**config.mk**
```make
export PLATFORM = sky130hd
export DESIGN_NAME = spike_streamer
export DESIGN_NICKNAME = d
export VERILOG_FILES = /design/src/rtl/spike_streamer.sv
export SDC_FILE = /design/constraint.sdc
export NUM_CORES = 1
export LEC_CHECK = 0
export CORE_MARGIN = 3
export CORE_UTILIZATION = 46
export DETAILED_ROUTE_END_ITERATION = 8
export PLACE_DENSITY = 0.88
export SKIP_CTS_REPAIR_TIMING = 1
export SYNTH_ARGS = -nofsm -noshare
export SYNTH_HDL_FRONTEND = slang
export SYNTH_SLANG_ARGS = --single-unit
```
**constraint.sdc**
```tcl
create_clock -name clk -period 5.61 [get_ports clk]
set_clock_uncertainty 0.15 [all_clocks]
set_input_delay 1.122 -clock clk [delete_from_list [all_inputs] [get_ports clk]]
set_output_delay 1.122 -clock clk [all_outputs]
set_load 0.01 [all_outputs]
```
**src/rtl/spike_streamer.sv**
```systemverilog
// Spike streamer: reads R spike bundles from a synchronous-read spike memory in
// address order and forwards them to the synapse array with a valid qualifier.
module spike_streamer #(
  parameter int ADDR_WIDTH = 9,
  parameter int DATA_WIDTH = 24,
  parameter int MAX_ROWS   = 432
) (
  input  logic                  clk,
  input  logic                  reset_n,
  input  logic                  i_run,
  input  logic [ADDR_WIDTH-1:0] i_num_rows,
  input  logic                  i_hold,
  output logic [ADDR_WIDTH-1:0] o_addr,
  output logic                  o_ce,
  input  logic [DATA_WIDTH-1:0] i_q,
  output logic [DATA_WIDTH-1:0] o_spike_bundle,
  output logic                  o_valid,
  output logic                  o_busy,
  output logic                  o_done,
  output logic [ADDR_WIDTH-1:0] o_row_cnt
);

  typedef enum logic [1:0] {IDLE, ISSUE, DRAIN, DONE} state_t;

  localparam logic [ADDR_WIDTH-1:0] MAX_R = ADDR_WIDTH'(MAX_ROWS);
  localparam logic [ADDR_WIDTH-1:0] ONE   = ADDR_WIDTH'(1);

  state_t                state;
  logic [ADDR_WIDTH-1:0] rows;
  logic [ADDR_WIDTH-1:0] next_idx;
  logic [ADDR_WIDTH-1:0] req_rows;
  logic                  ce_d;

  assign req_rows = (i_num_rows > MAX_R) ? MAX_R : i_num_rows;

  // Read-issue FSM; index 0 is issued on the same edge that accepts i_run.
  always_ff @(posedge clk) begin
    if (!reset_n) begin
      state     <= IDLE;
      rows      <= '0;
      next_idx  <= '0;
      o_addr    <= '0;
      o_ce      <= 1'b0;
      o_busy    <= 1'b0;
      o_done    <= 1'b0;
      o_row_cnt <= '0;
    end else begin
      o_done <= 1'b0;
      if (state == IDLE && i_run) begin
        o_row_cnt <= '0;
      end else if (ce_d) begin
        o_row_cnt <= o_row_cnt + ONE;
      end
      case (state)
        IDLE: begin
          o_ce <= 1'b0;
          if (i_run) begin
            rows   <= req_rows;
            o_busy <= 1'b1;
            if (req_rows == '0) begin
              state <= DONE;
            end else begin
              o_addr <= '0;
              if (!i_hold) begin
                o_ce     <= 1'b1;
                next_idx <= ONE;
                state    <= (req_rows == ONE) ? DRAIN : ISSUE;
              end else begin
                next_idx <= '0;
                state    <= ISSUE;
              end
            end
          end
        end
        ISSUE: begin
          if (!i_hold) begin
            o_ce     <= 1'b1;
            o_addr   <= next_idx;
            next_idx <= next_idx + ONE;
            if (next_idx == rows - ONE) state <= DRAIN;
          end else begin
            o_ce <= 1'b0;
          end
        end
        DRAIN: begin
          o_ce <= 1'b0;
          // Last read has left the memory and is being registered this edge.
          if (!o_ce && ce_d) state <= DONE;
        end
        DONE: begin
          o_ce   <= 1'b0;
          o_done <= 1'b1;
          o_busy <= 1'b0;
          state  <= IDLE;
        end
        default: state <= IDLE;
      endcase
    end
  end

  always_ff @(posedge clk) begin
    if (!reset_n) begin
      ce_d           <= 1'b0;
      o_valid        <= 1'b0;
      o_spike_bundle <= '0;
    end else begin
      ce_d    <= o_ce;
      o_valid <= ce_d;
      if (ce_d) o_spike_bundle <= i_q;
    end
  end

endmodule

```
==> results of run 1 <==
## sequential cells by signal, indices dropped and copies added, names as in the netlist
name / cells
o_valid: 1
state: 2
o_busy: 1
ce_d: 1
next_idx: 9
o_ce: 1
o_spike_bundle: 24
o_row_cnt: 9
rows: 9
o_done: 1
o_addr: 9
## cells by family (layout without fill, tap and decap cells)
group,Yosys count,in the layout,synth area share
compound gates,50,50,0.114
xor+xnor,21,21,0.0625
fa+ha+maj,7,7,0.0298
buf+inv,24,106,0.0340
flops,67,67,0.456
mux,29,29,0.0995
simple gates,129,129,0.205
## per-stage QoR
| step | instance area [sq um] | power [mW] | std cells | setup WS (ns) |
|---|---|---|---|---|
| 4_1_cts | 3980 | 1.19 | 484 | 2.33 |
| 3_5_place_dp | 3790 | 0.804 | 468 | 1.98 |
| 3_3_place_gp | 3790 | 0.793 | 468 | 2.07 |
| 2_1_floorplan | 2940 | 0.721 | 327 | 2.84 |
| 6_report | 3980 | 1.18 | 484 | 2.30 |
| 5_1_grt | 3980 | 1.24 | 484 | 2.19 |
## cell usage in the layout (no fill, tap or decap), drive strengths merged, types with 3 or more instances in the layout
cell            n
a211oi          3
a21oi          21
a31oi           3
and2            3
and4            3
clkbuf         11
clkdlybuf4s50  82
clkinv          5
dfxtp          67
ha              7
inv             6
mux2i          27
nand2          27
nand3          19
nand4           8
nor2           49
nor3            6
o21ai           8
o31ai           3
or3             3
xnor2           8
xor2           13
## critical path, cell delays in order
cell and delay, ns:
clkdlybuf4s50_1 0.48, or4b_1 0.64, o41ai_4 0.37, a21oi_1 0.30
nand4_1 0.23, xor2_1 0.15, nor2_1 0.06
## worst max path at each step
stage,start,depth (start not counted),slack (ns),endpoint
4_1_cts,i_num_rows[7],7,2.33,next_idx[4]
6_report,i_num_rows[7],7,2.30,next_idx[4]
3_3_place_gp,i_num_rows[7],7,2.07,next_idx[3]
3_5_place_dp,i_num_rows[7],7,1.98,next_idx[4]
2_1_floorplan,i_num_rows[7],6,2.84,o_addr[0]
5_1_grt,i_num_rows[7],7,2.19,next_idx[5]
## cell type report
cell class,instances,area [sq um],share of cell area
Clock buffer,11,131,0.0330
Tap cell,75,93.8,0.0236
Inverter,7,26.3,0.00661
Timing Repair Buffer,83,828,0.208
Multi-Input combinational cell,236,1500,0.377
Clock inverter,5,53.8,0.0135
Sequential cell,67,1340,0.338
## power groups by stage
stage	Clock [mW]	Combinational (mW)	Sequential (mW)
floorplan	0	0.189	0.532
global route	0.413	0.292	0.536
CTS	0.389	0.266	0.531
detailed placement	0	0.263	0.541
global placement	0	0.253	0.540
finish	0.381	0.266	0.532
## routing by layer
layer  routed length (microns)  up-vias  part of all wire  track usage
li1                          -     1285                 -            -
met1                      3070     1209              0.42        0.246
met2                      3530      111              0.48        0.331
met3                       582       17             0.080       0.0701
met4                       119        0             0.016       0.0763
met5                         0        -                 0            0
==> impl_metrics.env, run 1 <==
export IMPL_drive_above_1_share=0.0587
export IMPL_fin_nets=448
export IMPL_wl_per_cell_microns=15.1
export IMPL_synthTopCellsByCount="dfxtp_1, nor2_1, mux2i_1, nand2_1, a21oi_1"
export IMPL_ys_seq_area_frac=0.456
export IMPL_synth_top_area_frac=0.456
export IMPL_portBuffers=82
export IMPL_grt_pass1_vias=2569
export IMPL_path_clk_slew_ns=0.08
export IMPL_slew_violations=0
export IMPL_r2r_end="next_idx[4]"
export IMPL_yosysMostFrequentCell="dfxtp_1"
export IMPL_p_int_mw=0.826
export IMPL_routed_via_density=5.42
export IMPL_worstSetupEndpointType="register"
export IMPL_synth_area_sq_um=2940
export IMPL_drc_errors=0
export IMPL_power_share_sequential=0.451
export IMPL_ff2ff_path_depth=8
export IMPL_die_area_sq_um=7390
export IMPL_min_delay_path_depth=2
export IMPL_cts_path_max_buffers=2
export IMPL_antenna_found_initial=0
export IMPL_ant_nets=0
export IMPL_vias=2622
export IMPL_cts_root_buffer="clkbuf_8"
export IMPL_slew_limit_headroom=0.344
export IMPL_power_switching_mw=0.353
export IMPL_routed_wl_microns=7310
export IMPL_ys_async_sr_fraction=0
export IMPL_hp_class="reg -> reg"
export IMPL_sw_frac_of_total=0.299
export IMPL_ys_types=44
export IMPL_synth_edf_count=0
export IMPL_yosys_warnings=0
export IMPL_syn_nets=371
export IMPL_clock_power_share=0.323
export IMPL_synth_area_leaders="dfxtp_1, mux2i_1, nor2_1"
export IMPL_p_per_area_nw_per_um2=296
export IMPL_die_w_microns=86.0
export IMPL_synth_area_leader_cell="dfxtp_1"
export IMPL_syn_avg_cell_area_sq_um=9.00
export IMPL_hold_end="o_addr[6]"
export IMPL_dr_pass1_iters=4
export IMPL_clock_insertion_delay_worst_skew_ns=0.34
export IMPL_cts_tree="done"
export IMPL_hold_worst_slack_ns=0.303
export IMPL_cts_buffers=9
export IMPL_grt_max_degree=34
export IMPL_coreArea_sq_um=6060
export IMPL_cap_viol_max_count=0
export IMPL_clock_sinks=67
export IMPL_start_util=0.485
export IMPL_final_util=0.656
export IMPL_track_usage=0.203
export IMPL_hold_viol=0
export IMPL_fmax_mhz=302
export IMPL_synthCells=327
export IMPL_r2r_start="state[1]"
export IMPL_regToRegSetupSlack_ns=2.80
export IMPL_placementRows=28
export IMPL_htree_levels=3
export IMPL_critical_path_arrival_ns=3.36
export IMPL_ys_ff_latch=67
export IMPL_worstPathRequired_ns=5.66
export IMPL_status="completed"
export IMPL_grt_pass1_wl_microns=11900
export IMPL_min_period_ns=3.31
export IMPL_tns_ns=0
export IMPL_syn_to_final_growth_pct=35.2
export IMPL_drt_iter0_markers=103
export IMPL_tightest_slew_ns=0.984
export IMPL_dpl_hpwl_microns=5230
export IMPL_start_kind="input port"
export IMPL_ir_drop_uv=262
export IMPL_grt_overflow_total=0
export IMPL_p_comb_frac=0.226
export IMPL_place_congestion=0.799
export IMPL_path_class="in -> reg"
export IMPL_report_final_setup_viol=0
export IMPL_cp_max_fo=15
export IMPL_antenna_cells=0
export IMPL_yosys_most_used_dff="dfxtp_1"
export IMPL_p_leak_nw=1.42
export IMPL_num_fill_cells=516
export IMPL_die_h_microns=86.0
export IMPL_num_io_pins=83
export IMPL_rsz0062_at_grt="false"
export IMPL_fin_crit_sh=0.589
export IMPL_worstHoldStart="o_addr[6]"
(Power assumes the default switching activity.)
==> inputs of run 2 (changes only) <==
==> constraint.sdc (replaced) <==
create_clock -name clk -period 3.1 [get_ports clk]
set_clock_uncertainty 0.15 [all_clocks]
set_input_delay 0.62 -clock clk [delete_from_list [all_inputs] [get_ports clk]]
set_output_delay 0.62 -clock clk [all_outputs]
set_load 0.01 [all_outputs]
==> run 2 against run 1 <==
  * Sequential power increased by 78%
  * Clock power rose by 99%
  * Power increased by 89%
  * Worst hold slack improved by 0.0067 ns
==> impl_metrics.env, run 2 (same netlist as run 1, synthesis figures left out) <==
export IMPL_cts_buffers=9
export IMPL_path_class="in -> reg"
export IMPL_cap_viol_max_count=0
export IMPL_track_usage=0.201
export IMPL_critical_path_arrival_ns=2.61
export IMPL_cp_max_fo=7
export IMPL_portBuffers=82
export IMPL_hold_viol=0
export IMPL_antenna_found_initial=0
export IMPL_report_final_setup_viol=0
export IMPL_layoutNonFillerInstCount=489
export IMPL_grt_overflow_total=0
export IMPL_fin_crit_sh=0.828
export IMPL_cts_path_max_buffers=2
export IMPL_crit_start="i_num_rows[7]"
export IMPL_p_per_area_nw_per_um2=551
export IMPL_hp_class="reg -> reg"
export IMPL_status="completed"
export IMPL_cts_root_buffer="clkbuf_8"
export IMPL_worstHoldStart="o_addr[3]"
export IMPL_tns_ns=0
export IMPL_htree_levels=3
export IMPL_path_clk_slew_ns=0.07
export IMPL_wl_per_cell_microns=14.5
export IMPL_grt_pass1_wl_microns=11900
export IMPL_start_util=0.485
export IMPL_num_io_pins=83
export IMPL_die_w_microns=86.0
export IMPL_place_congestion=0.814
export IMPL_regMostFlops="o_spike_bundle"
export IMPL_ant_nets=0
export IMPL_num_fill_cells=511
export IMPL_r2r_start="state[1]"
export IMPL_slew_limit_headroom=0.608
export IMPL_grt_pass1_vias=2567
export IMPL_routed_wl_microns=7080
export IMPL_drt_iter0_markers=155
export IMPL_drive_above_1_share=0.0725
export IMPL_dpl_hpwl_microns=5140
export IMPL_cts_tree="done"
export IMPL_worstSetupEndpointType="register"
export IMPL_layout_commonest_cell="clkdlybuf4s50_1"
export IMPL_routed_via_density=5.32
export IMPL_start_kind="input port"
export IMPL_clock_sinks=67
export IMPL_coreArea_sq_um=6060
export IMPL_min_period_ns=2.57
export IMPL_dpl_cell_count=474
export IMPL_final_cell_mix="clkdlybuf4s50_1, dfxtp_1, nor2_1"
export IMPL_die_h_microns=86.0
export IMPL_drc_errors=0
export IMPL_fmax_mhz=390
export IMPL_syn_to_final_growth_pct=37.6
export IMPL_ir_drop_uv=297
export IMPL_antenna_cells=0
export IMPL_largest_register_ffs=24
export IMPL_rsz0062_at_grt="false"
export IMPL_clock_insertion_delay_worst_skew_ns=0.33
export IMPL_fin_nets=454
export IMPL_tightest_slew_ns=0.588
export IMPL_placementRows=28
export IMPL_dr_pass1_iters=4
export IMPL_die_area_sq_um=7390
export IMPL_p_leak_nw=1.46
export IMPL_worstPathRequired_ns=3.15
export IMPL_slew_violations=0
export IMPL_vias=2601
export IMPL_grt_max_degree=33
-- run 2: cell count changes in the layout (fill, tap and decap cells not counted), sizes merged --
cell,previous run,this run
clkinv,5,1
buf,1,7
clkbuf,11,14
-- run 2: worst paths after layout --
path / to / slack (ns) / cells after the start
max: next_idx[4] / 0.53 / 7
min: o_addr[3] / 0.31 / 2
max reg2reg: o_addr[2] / 0.59 / 8
min reg2reg: o_addr[3] / 0.31 / 2
-- run 2: final cells by class --
| cell class | count | area (sq um) | share of cell area |
|---|---|---|---|
| Tap cell | 75 | 93.8 | 0.0232 |
| Clock buffer | 14 | 183 | 0.0451 |
| Timing Repair Buffer | 89 | 873 | 0.216 |
| Multi-Input combinational cell | 236 | 1500 | 0.371 |
| Clock inverter | 1 | 30.0 | 0.00742 |
| Sequential cell | 67 | 1340 | 0.332 |
| Inverter | 7 | 26.3 | 0.00649 |
-- run 2: power by group --
part           internal, mW  switching [mW]  total [mW]
clock network         0.456           0.304       0.760
logic                 0.246           0.278       0.524
registers             0.904          0.0439       0.948
total                  1.61           0.626        2.23
-- run 2: stage by stage --
stage / area, sq um / worst slack, ns / hold WS (ns) / utilization / power, mW
after global placement: 3840 / 0.290 / 0.292 / 0.633 / 1.46
after floorplan: 2940 / 0.829 / 0.298 / - / 1.31
after CTS: 4050 / 0.570 / 0.310 / 0.668 / 2.25
after detailed placement: 3840 / 0.231 / 0.299 / 0.633 / 1.48
final: 4050 / 0.534 / 0.309 / 0.668 / 2.23
after global routing: 4050 / 0.451 / 0.325 / 0.668 / 2.35
-- run 2: routing by layer --
layer | part of all wire | GRT usage | vias to the layer above
met2 | 0.47 | 0.322 | 85
met4 | 0.011 | 0.0835 | 0
li1 | - | - | 1292
met5 | 0 | 0 | -
met3 | 0.073 | 0.0519 | 6
met1 | 0.44 | 0.257 | 1218
-- run 2: worst max-delay path, cell delays in order --
cell and delay, ns:
clkdlybuf4s50_1 0.46, or4b_1 0.64, o41ai_4 0.28, a21oi_1 0.20
nand4_1 0.19, xor2_1 0.15, nor2_1 0.06
